$ cat src/rtl/if_fetch_stage_if.sv
// Instruction-memory bus between the fetch stage and a synchronous
// instruction memory.
//   Imem_addr     : fetch address (driven by the fetch stage)
//   Imem_rd_en    : read request this cycle (driven by the fetch stage)
//   Imem_rd_data  : instruction word, valid the cycle after Imem_rd_en
//                   (driven by the memory)
// master = fetch stage side, slave = memory side.
interface if_fetch_stage_if #(
    parameter int PC_WIDTH = 32
) ();
    logic [PC_WIDTH-1:0] Imem_addr;
    logic                Imem_rd_en;
    logic [31:0]         Imem_rd_data;

    modport master (
        output Imem_addr,
        output Imem_rd_en,
        input  Imem_rd_data
    );

    modport slave (
        input  Imem_addr,
        input  Imem_rd_en,
        output Imem_rd_data
    );
endinterface

$ cat src/rtl/if_fetch_stage.sv
// Instruction-fetch stage: PC register, synchronous instruction-memory
// request and the IF/ID pipeline register, with a one-entry skid buffer
// that catches the single response landing in the first stall cycle.
// Ports:
//   Clk, Reset           : clock, synchronous active-high reset
//   Stall                : hold PC and IF/ID
//   IF_ID_Flush          : replace IF/ID with a NOP bubble
//   EX_PC_Branch/target  : branch redirect from EX (highest priority)
//   ID_Jump/target       : jump redirect from ID
//   imem (master)        : Imem_addr / Imem_rd_en / Imem_rd_data bus
//   IF_Instruction/IF_PC/IF_Valid : IF/ID register contents
module if_fetch_stage #(
    parameter int                  PC_WIDTH  = 32,
    parameter logic [PC_WIDTH-1:0] RESET_PC  = {PC_WIDTH{1'b0}},
    parameter logic [31:0]         NOP_INSTR = 32'h0000_0013
) (
    input  logic                 Clk,
    input  logic                 Reset,
    input  logic                 Stall,
    input  logic                 IF_ID_Flush,
    input  logic                 EX_PC_Branch,
    input  logic [PC_WIDTH-1:0]  EX_Branch_target,
    input  logic                 ID_Jump,
    input  logic [PC_WIDTH-1:0]  ID_Jump_target,
    if_fetch_stage_if.master     imem,
    output logic [31:0]          IF_Instruction,
    output logic [PC_WIDTH-1:0]  IF_PC,
    output logic                 IF_Valid
);

    localparam logic [PC_WIDTH-1:0] PC_STEP       = {{(PC_WIDTH-3){1'b0}}, 3'd4};
    localparam logic [PC_WIDTH-1:0] PC_ALIGN_MASK = {{(PC_WIDTH-2){1'b1}}, 2'b00};

    logic [PC_WIDTH-1:0] pc_r;
    logic [PC_WIDTH-1:0] pc_nxt_s;
    logic                inflight_v_r;
    logic [PC_WIDTH-1:0] inflight_pc_r;
    logic                skid_v_r;
    logic [31:0]         skid_instr_r;
    logic [PC_WIDTH-1:0] skid_pc_r;
    logic [31:0]         if_instr_r;
    logic [PC_WIDTH-1:0] if_pc_r;
    logic                if_valid_r;

    logic                redirect_s;
    logic                issue_s;
    logic                live_s;
    logic                skid_v_stage_s;
    logic                skid_v_nxt_s;
    logic [31:0]         skid_instr_nxt_s;
    logic [PC_WIDTH-1:0] skid_pc_nxt_s;
    logic [31:0]         if_instr_nxt_s;
    logic [PC_WIDTH-1:0] if_pc_nxt_s;
    logic                if_valid_nxt_s;

    // A redirect must fetch even under a stall so the pipe does not wedge
    // on a load-use stall that coincides with a taken branch.
    assign redirect_s   = EX_PC_Branch | ID_Jump;
    assign issue_s      = ~Reset & (~Stall | redirect_s);
    assign live_s       = inflight_v_r;

    assign imem.Imem_addr  = pc_r;
    assign imem.Imem_rd_en = issue_s;

    assign IF_Instruction = if_instr_r;
    assign IF_PC          = if_pc_r;
    assign IF_Valid       = if_valid_r;

    // Next-PC selection: branch > jump > stall > sequential.
    always_comb begin
        pc_nxt_s = pc_r;
        if (EX_PC_Branch) begin
            pc_nxt_s = EX_Branch_target & PC_ALIGN_MASK;
        end else if (ID_Jump) begin
            pc_nxt_s = ID_Jump_target & PC_ALIGN_MASK;
        end else if (Stall) begin
            pc_nxt_s = pc_r;
        end else begin
            pc_nxt_s = pc_r + PC_STEP;
        end
    end

    // IF/ID and skid next-state: flush > stall > skid drain > live > bubble.
    always_comb begin
        if_instr_nxt_s   = if_instr_r;
        if_pc_nxt_s      = if_pc_r;
        if_valid_nxt_s   = if_valid_r;
        skid_v_stage_s   = skid_v_r;
        skid_instr_nxt_s = skid_instr_r;
        skid_pc_nxt_s    = skid_pc_r;
        if (IF_ID_Flush) begin
            if_instr_nxt_s = NOP_INSTR;
            if_valid_nxt_s = 1'b0;
            skid_v_stage_s = 1'b0;
        end else if (Stall) begin
            if (live_s) begin
                skid_v_stage_s   = 1'b1;
                skid_instr_nxt_s = imem.Imem_rd_data;
                skid_pc_nxt_s    = inflight_pc_r;
            end else begin
                skid_v_stage_s   = skid_v_r;
            end
        end else if (skid_v_r) begin
            if_instr_nxt_s = skid_instr_r;
            if_pc_nxt_s    = skid_pc_r;
            if_valid_nxt_s = 1'b1;
            skid_v_stage_s = 1'b0;
        end else if (live_s) begin
            if_instr_nxt_s = imem.Imem_rd_data;
            if_pc_nxt_s    = inflight_pc_r;
            if_valid_nxt_s = 1'b1;
        end else begin
            if_instr_nxt_s = NOP_INSTR;
            if_valid_nxt_s = 1'b0;
        end
    end

    // A redirect discards anything parked in the skid buffer.
    assign skid_v_nxt_s = redirect_s ? 1'b0 : skid_v_stage_s;

    // PC and request-tracking registers; a redirect kills the response
    // of the address issued in the same cycle.
    always_ff @(posedge Clk) begin
        if (Reset) begin
            pc_r          <= RESET_PC;
            inflight_v_r  <= 1'b0;
            inflight_pc_r <= {PC_WIDTH{1'b0}};
        end else begin
            pc_r          <= pc_nxt_s;
            inflight_v_r  <= issue_s & ~redirect_s;
            inflight_pc_r <= issue_s ? pc_r : inflight_pc_r;
        end
    end

    // IF/ID pipeline register and skid buffer.
    always_ff @(posedge Clk) begin
        if (Reset) begin
            if_instr_r   <= NOP_INSTR;
            if_pc_r      <= {PC_WIDTH{1'b0}};
            if_valid_r   <= 1'b0;
            skid_v_r     <= 1'b0;
            skid_instr_r <= NOP_INSTR;
            skid_pc_r    <= {PC_WIDTH{1'b0}};
        end else begin
            if_instr_r   <= if_instr_nxt_s;
            if_pc_r      <= if_pc_nxt_s;
            if_valid_r   <= if_valid_nxt_s;
            skid_v_r     <= skid_v_nxt_s;
            skid_instr_r <= skid_instr_nxt_s;
            skid_pc_r    <= skid_pc_nxt_s;
        end
    end

endmodule

$ cat src/flat_wrapper.sv
// flat-port wrapper written by rule: the top's interface ports become plain ports
module if_fetch_stage_flat 
#(
    parameter int                  PC_WIDTH  = 32,
    parameter logic [PC_WIDTH-1:0] RESET_PC  = {PC_WIDTH{1'b0}},
    parameter logic [31:0]         NOP_INSTR = 32'h0000_0013
)
  (Clk, Reset, Stall, IF_ID_Flush, EX_PC_Branch, EX_Branch_target, ID_Jump, ID_Jump_target, IF_Instruction, IF_PC, IF_Valid, imem_Imem_addr, imem_Imem_rd_en, imem_Imem_rd_data);
  if_fetch_stage_if #(.PC_WIDTH(PC_WIDTH)) imem_i ();
  input  logic Clk;
  input  logic Reset;
  input  logic Stall;
  input  logic IF_ID_Flush;
  input  logic EX_PC_Branch;
  input  logic [PC_WIDTH-1:0] EX_Branch_target;
  input  logic ID_Jump;
  input  logic [PC_WIDTH-1:0] ID_Jump_target;
  output logic [31:0] IF_Instruction;
  output logic [PC_WIDTH-1:0] IF_PC;
  output logic IF_Valid;
  output wire logic [$bits(imem_i.Imem_addr)-1:0] imem_Imem_addr;
  output wire logic [$bits(imem_i.Imem_rd_en)-1:0] imem_Imem_rd_en;
  input wire logic [$bits(imem_i.Imem_rd_data)-1:0] imem_Imem_rd_data;
  assign imem_Imem_addr = imem_i.Imem_addr;
  assign imem_Imem_rd_en = imem_i.Imem_rd_en;
  assign imem_i.Imem_rd_data = imem_Imem_rd_data;
  if_fetch_stage #(.PC_WIDTH(PC_WIDTH), .RESET_PC(RESET_PC), .NOP_INSTR(NOP_INSTR)) u_core (.Clk(Clk), .Reset(Reset), .Stall(Stall), .IF_ID_Flush(IF_ID_Flush), .EX_PC_Branch(EX_PC_Branch), .EX_Branch_target(EX_Branch_target), .ID_Jump(ID_Jump), .ID_Jump_target(ID_Jump_target), .imem(imem_i), .IF_Instruction(IF_Instruction), .IF_PC(IF_PC), .IF_Valid(IF_Valid));
endmodule
$ cat config.mk
export PLATFORM = sky130hd
export DESIGN_NAME = if_fetch_stage_flat
export DESIGN_NICKNAME = d
export VERILOG_FILES = /design/src/rtl/if_fetch_stage_if.sv /design/src/rtl/if_fetch_stage.sv /design/src/flat_wrapper.sv
export SDC_FILE = /design/constraint.sdc
export NUM_CORES = 1
export LEC_CHECK = 0
export CORE_MARGIN = 1.5
export CORE_UTILIZATION = 55
export CTS_CLUSTER_SIZE = 12
export DETAILED_ROUTE_END_ITERATION = 8
export DONT_BUFFER_PORTS = 1
export PLACE_DENSITY_LB_ADDON = 0.2
export SLEW_MARGIN = 20
export SYNTH_ARGS = -nofsm -noshare
export SYNTH_HDL_FRONTEND = slang
export SYNTH_SLANG_ARGS = --single-unit
$ cat constraint.sdc
create_clock -name Clk -period 5.1 [get_ports Clk]
set_input_delay 0.765 -clock Clk [delete_from_list [all_inputs] [get_ports Clk]]
set_output_delay 0.765 -clock Clk [all_outputs]
set_load 0.005 [all_outputs]
### After elaboration in Yosys (flattened, before gate mapping)

Cells that the tools add are included.

| word-level totals | value |
|---|---|
| bits of input ports | 102 |
| bits in writable memories | 0 |
| memories kept | 0 |
| ROM bits | 0 |
| logic and storage cells | 35 |
| output and inout port bits | 98 |
| bits in latches | 0 |
| register bits | 195 |

| cells by class | value |
|---|---|
| bitwise gates (word level) | 8 |
| shifts and indexed selects | 0 |
| multiply operators | 0 |
| mux-type cells | 9 |
| magnitude comparators | 0 |
| add/subtract/negate cells | 1 |
| divide/modulo/power cells | 0 |
| eq/ne operators | 1 |
| reduce and logical (&&, ||, !) cells | 6 |

Operators by type and width:

| cell | number |
|---|---|
| $mux W32 | 7 |
| $add A32 B3 Y32 const B | 1 |
| $reduce_and A3 Y1 | 2 |
| $not A1 Y1 | 4 |
| $reduce_or A4 Y1 | 1 |
| $ne A3 B1 Y1 const B | 1 |
| $reduce_or A3 Y1 | 1 |
| $and A1 B1 Y1 | 2 |
| $mux W1 | 2 |
| $or A1 B1 Y1 | 2 |
| $reduce_bool A2 Y1 | 1 |
| $reduce_or A2 Y1 | 1 |

### Logic depth before layout (Yosys ltp)

| depth | value |
|---|---|
| depth after elaboration | 4 |
| mapped depth | 8 |
| depth with buffers taken out | 6 |

### Worst setup path before layout

OpenSTA, ideal clock, no wires.

| timing path | value |
|---|---|
| path type | input to output |
| start point | input Stall |
| end point | output imem_Imem_rd_en |
| arrival time | 1.690 ns |
| stages | 4 |
| path slack | 2.645 ns |
| buffers on the path | 2 |
| required time | 4.335 ns |
| cell sequence | clkbuf_1 -> nor3b_1 -> clkbuf_1 -> nor2_1 |

| between the ends | value |
|---|---|
| cells in the longest elaborated chain, start to end | 3 |

Ends and longest elaborated chain:

| what | line | RTL |
|---|---|---|
| from (decl) | flat_wrapper.sv:12 | `input logic Stall;` |
| $not A1 Y1 | if_fetch_stage.sv:59 | `assign issue_s = ~Reset & (~Stall \| redirect_s);` |
| $or A1 B1 Y1 | if_fetch_stage.sv:59 |  |
| $and A1 B1 Y1 | if_fetch_stage.sv:59 |  |
| to (decl) | flat_wrapper.sv:22 | `output wire logic [$bits(imem_i.Imem_rd_en)-1:0] imem_Imem_rd_en;` |

Every way passes these cells.

### Worst setup path in the final report

| timing path | value |
|---|---|
| start point | register u_core.pc_r[2] (netlist: u_core.imem.Imem_addr[2]) |
| end point | register u_core.pc_r[28] (netlist: u_core.imem.Imem_addr[28]) |

| between the ends | value |
|---|---|
| cells in the longest elaborated chain, start to end | 4 |

Ends and longest elaborated chain:

| what | line | RTL |
|---|---|---|
| from (decl) | if_fetch_stage.sv:34 | `logic [PC_WIDTH-1:0] pc_r;` |
| from (signal assigned) | if_fetch_stage.sv:129 | `pc_r <= pc_nxt_s;` |
| $add A32 B3 Y32 | if_fetch_stage.sv:79 | `pc_nxt_s = pc_r + PC_STEP;` |
| $mux W32 | if_fetch_stage.sv:76 | `end else if (Stall) begin` |
| $mux W32 | if_fetch_stage.sv:74 | `end else if (ID_Jump) begin` |
| $mux W32 | if_fetch_stage.sv:72 | `if (EX_PC_Branch) begin` |

Every way passes these cells. The select of a mux whose other input is x is not followed.
A chain may end at the register's enable or synchronous reset.

==> results.sh <==
export IMPL_ctsLongestPathBuffers=2
export IMPL_design_core_area_sq_um=14500
export IMPL_cellInternalPower_mw=2.32
export IMPL_seq_area_frac_synth_pct=46.0
export IMPL_die_width_microns=125
export IMPL_end_kind="register"
export IMPL_seq_power_share_pct=51.4
export IMPL_path_clk_slew_ns=0.07
export IMPL_root_buffer="clkbuf_16"
export IMPL_drt_wirelength_per_cell_microns=17.7
export IMPL_rsz0062_at_grt="false"
export IMPL_maxCapViolations=0
export IMPL_synth_area_sq_um=8130
export IMPL_area_growth_pct=6.77
export IMPL_final_max_slew_viol_count=0
export IMPL_syn_avg_cell_area_sq_um=7.90
export IMPL_grt_pass1_wl_mm=32.2
export IMPL_ir_drop_mv=0.184
export IMPL_grt_util_all_layers_pct=25.6
export IMPL_clkSinkCount=187
export IMPL_hp_class="in -> reg"
export IMPL_synthCells=1030
export IMPL_min_period_ns=2.40
export IMPL_grt_antenna_before_repair=0
export IMPL_grt_overflow=0
export IMPL_vias=6912
export IMPL_drc=0
export IMPL_dr_first_iter_drc_count=709
export IMPL_combPwrFrac_pct=4.8
export IMPL_clk_latency_ns=0.43
export IMPL_cts_resized=0
export IMPL_wl_mm=20.6
export IMPL_yosysTopAreaCell="dfxtp_1"
export IMPL_finalClockSkew_ns=0.00924
export IMPL_ys_ff_latch=187
export IMPL_max_freq_mhz=416
export IMPL_firstDrtPassIters=7
export IMPL_slew_headroom_pct=40.1
export IMPL_leakagePower_nw=2.78
export IMPL_synth_main_ff_cell="dfxtp_1"
export IMPL_holdPathStages=1
export IMPL_port_buffers=0
export IMPL_reg2reg_depth=6
export IMPL_postSynth_asyncResetShare_pct=0
export IMPL_hold_buffers=0
export IMPL_slowest_stage="dfxtp_1"
export IMPL_row_count=44
export IMPL_gp_congestion=0.870
export IMPL_path_cells="ha_1 -> nand3_1 -> or3_1 -> nor4_2 -> xnor2_1 -> a2111oi_2"
export IMPL_power_density_nw_per_um2=350
export IMPL_p_clk_share_pct=43.8
export IMPL_switching_share_pct=23.8
export IMPL_cts_buffers=17
export IMPL_hold_violations=0
export IMPL_required_ns=5.43
export IMPL_max_stage_delay_ns=0.53
export IMPL_setup_viol=0
export IMPL_post_cts_setup_buffer_count=0
export IMPL_whs_ns=0.394
export IMPL_drive_above_1_share_pct=5.91
export IMPL_fin_tns_setup_ns=0
export IMPL_htreeDepth=4
export IMPL_grt_max_degree=150
export IMPL_fin_crit_sh_pct=47.2
export IMPL_arrival_ns=2.74
export IMPL_status="finished, final reports clean"
export IMPL_worst_slew_pin_slew_ns=0.898
export IMPL_antenna_cells=0
export IMPL_finalNetCount=1072
export IMPL_yosysTopAreaCellShare_pct=46.0
export IMPL_grt_pass1_vias=5936
export IMPL_synth_edff_count=0
export IMPL_via_per_inst=5.93
export IMPL_ant_nets=0
export IMPL_critPathKind="reg -> reg"
export IMPL_critPathLaunchType="register"
export IMPL_place_hpwl_mm=13.0
export IMPL_start_util_pct=56.2
export IMPL_die_h_microns=125
export IMPL_crit_fanout=9
export IMPL_cts_tree="yes"
export IMPL_ys_types=52
export IMPL_synth_area_leaders="dfxtp_1 (46%), nand2_1 (10%), a21oi_1 (9.0%), nor2_1 (5.4%), mux2i_1 (4.3%)"
export IMPL_yosys_warnings=0
export IMPL_power_switching_mw=0.722
export IMPL_die_area_sq_um=15500
export IMPL_io_pins=200
==> kinds of logic after synthesis <==
| family | synth area share, % |
|---|---|
| simple gates | 21.4 |
| xor+xnor | 1.72 |
| flops | 46.0 |
| buf+inv | 5.00 |
| mux | 4.45 |
| other cells | 0.0461 |
| fa+ha+maj | 0.154 |
| compound gates | 21.2 |
==> sequential cells by signal, indices dropped and copies added, names as in the netlist <==
name and count:
u_core.IF_Instruction 32, u_core.skid_instr_r 32, u_core.IF_PC 30, u_core.imem.Imem_addr 30
u_core.inflight_pc_r 30, u_core.skid_pc_r 30, u_core.IF_Valid 1, u_core.inflight_v_r 1
u_core.skid_v_r 1
==> final cells by class <==
class,count,area [sq um]
clock inverter,12,139
tap,184,230
fill,1370,5790
multi-input combinational,744,4020
sequential,187,3740
timing repair buffer,6,45.0
inverter,13,48.8
clock buffer,20,457
==> power groups by stage <==
stage                     clock network (mW)  registers (mW)  logic [mW]
after floorplan                            0            1.57       0.159
after global placement                     0            1.59       0.141
after detailed placement                   0            1.59       0.143
after CTS                               1.35            1.56       0.144
after global routing                    1.41            1.57       0.163
final                                   1.33            1.56       0.145
==> cells in the mapped netlist, types with 12 or more instances <==
cell type    n
clkbuf_1    68
nand3_1     17
nand2_1    221
o22ai_1     13
mux2i_1     35
nor3_1      13
o21ai_0     15
a211oi_1    39
buf_1       12
dfxtp_1    187
a21oi_1    147
nor2_1     118
inv_1       12
a22oi_1     30
==> metal layers <==
metal / wire [microns] / global-route usage, %
met3: 1710 / 8.08
met1: 9850 / 37.9
met4: 338 / 7.71
met5: 0 / 0
met2: 8690 / 35.3
==> critical path: cells and delay by family (launching register included) <==
kind,cells,cell delay (ns)
simple gates,3,0.96
flops,1,0.53
fa+ha+maj,1,0.31
compound gates,1,0.36
xor+xnor,1,0.13
==> path summary, 6_finish.rpt <==
| kind | slack (ns) | startpoint | end |
|---|---|---|---|
| max | 2.70 | u_core.imem.Imem_addr[2] | u_core.imem.Imem_addr[28] |
| min | 0.39 | Reset | u_core.imem.Imem_addr[28] |
| max reg2reg | 2.70 | u_core.imem.Imem_addr[2] | u_core.imem.Imem_addr[28] |
| min reg2reg | 0.45 | u_core.skid_pc_r[21] | u_core.skid_pc_r[21] |
==> stage by stage <==
step / power (mW) / util [%] / instance area, sq um / setup slack, ns / cells
global placement: 1.73 / 55.8 / 8080 / 2.73 / 1134
global route: 3.14 / 60.0 / 8680 / 2.61 / 1166
detailed placement: 1.74 / 55.8 / 8080 / 2.77 / 1134
CTS: 3.05 / 59.9 / 8680 / 2.76 / 1166
finish: 3.04 / 60.0 / 8680 / 2.70 / 1166
floorplan: 1.73 / - / 8150 / 2.64 / 1033
==> cells in the final DEF, fill, tap and decap left out, types with 4 or more instances in the layout <==
| master | instances |
|---|---|
| conb_1 | 4 |
| mux2i_1 | 35 |
| nor2_1 | 117 |
| and3_1 | 6 |
| a22oi_1 | 30 |
| o21ai_0 | 15 |
| o22ai_1 | 13 |
| buf_4 | 6 |
| o211ai_1 | 8 |
| a2111oi_2 | 4 |
| clkbuf_16 | 17 |
| nor4_1 | 5 |
| dfxtp_1 | 186 |
| clkinvlp_4 | 4 |
| inv_1 | 12 |
| nand2_1 | 221 |
| a21oi_1 | 147 |
| xor2_1 | 8 |
| a211oi_1 | 39 |
| o221ai_1 | 4 |
| nand3b_1 | 4 |
| nand3_1 | 17 |
| nor3_1 | 12 |
| xnor2_1 | 8 |
(Power assumes the default switching activity.)
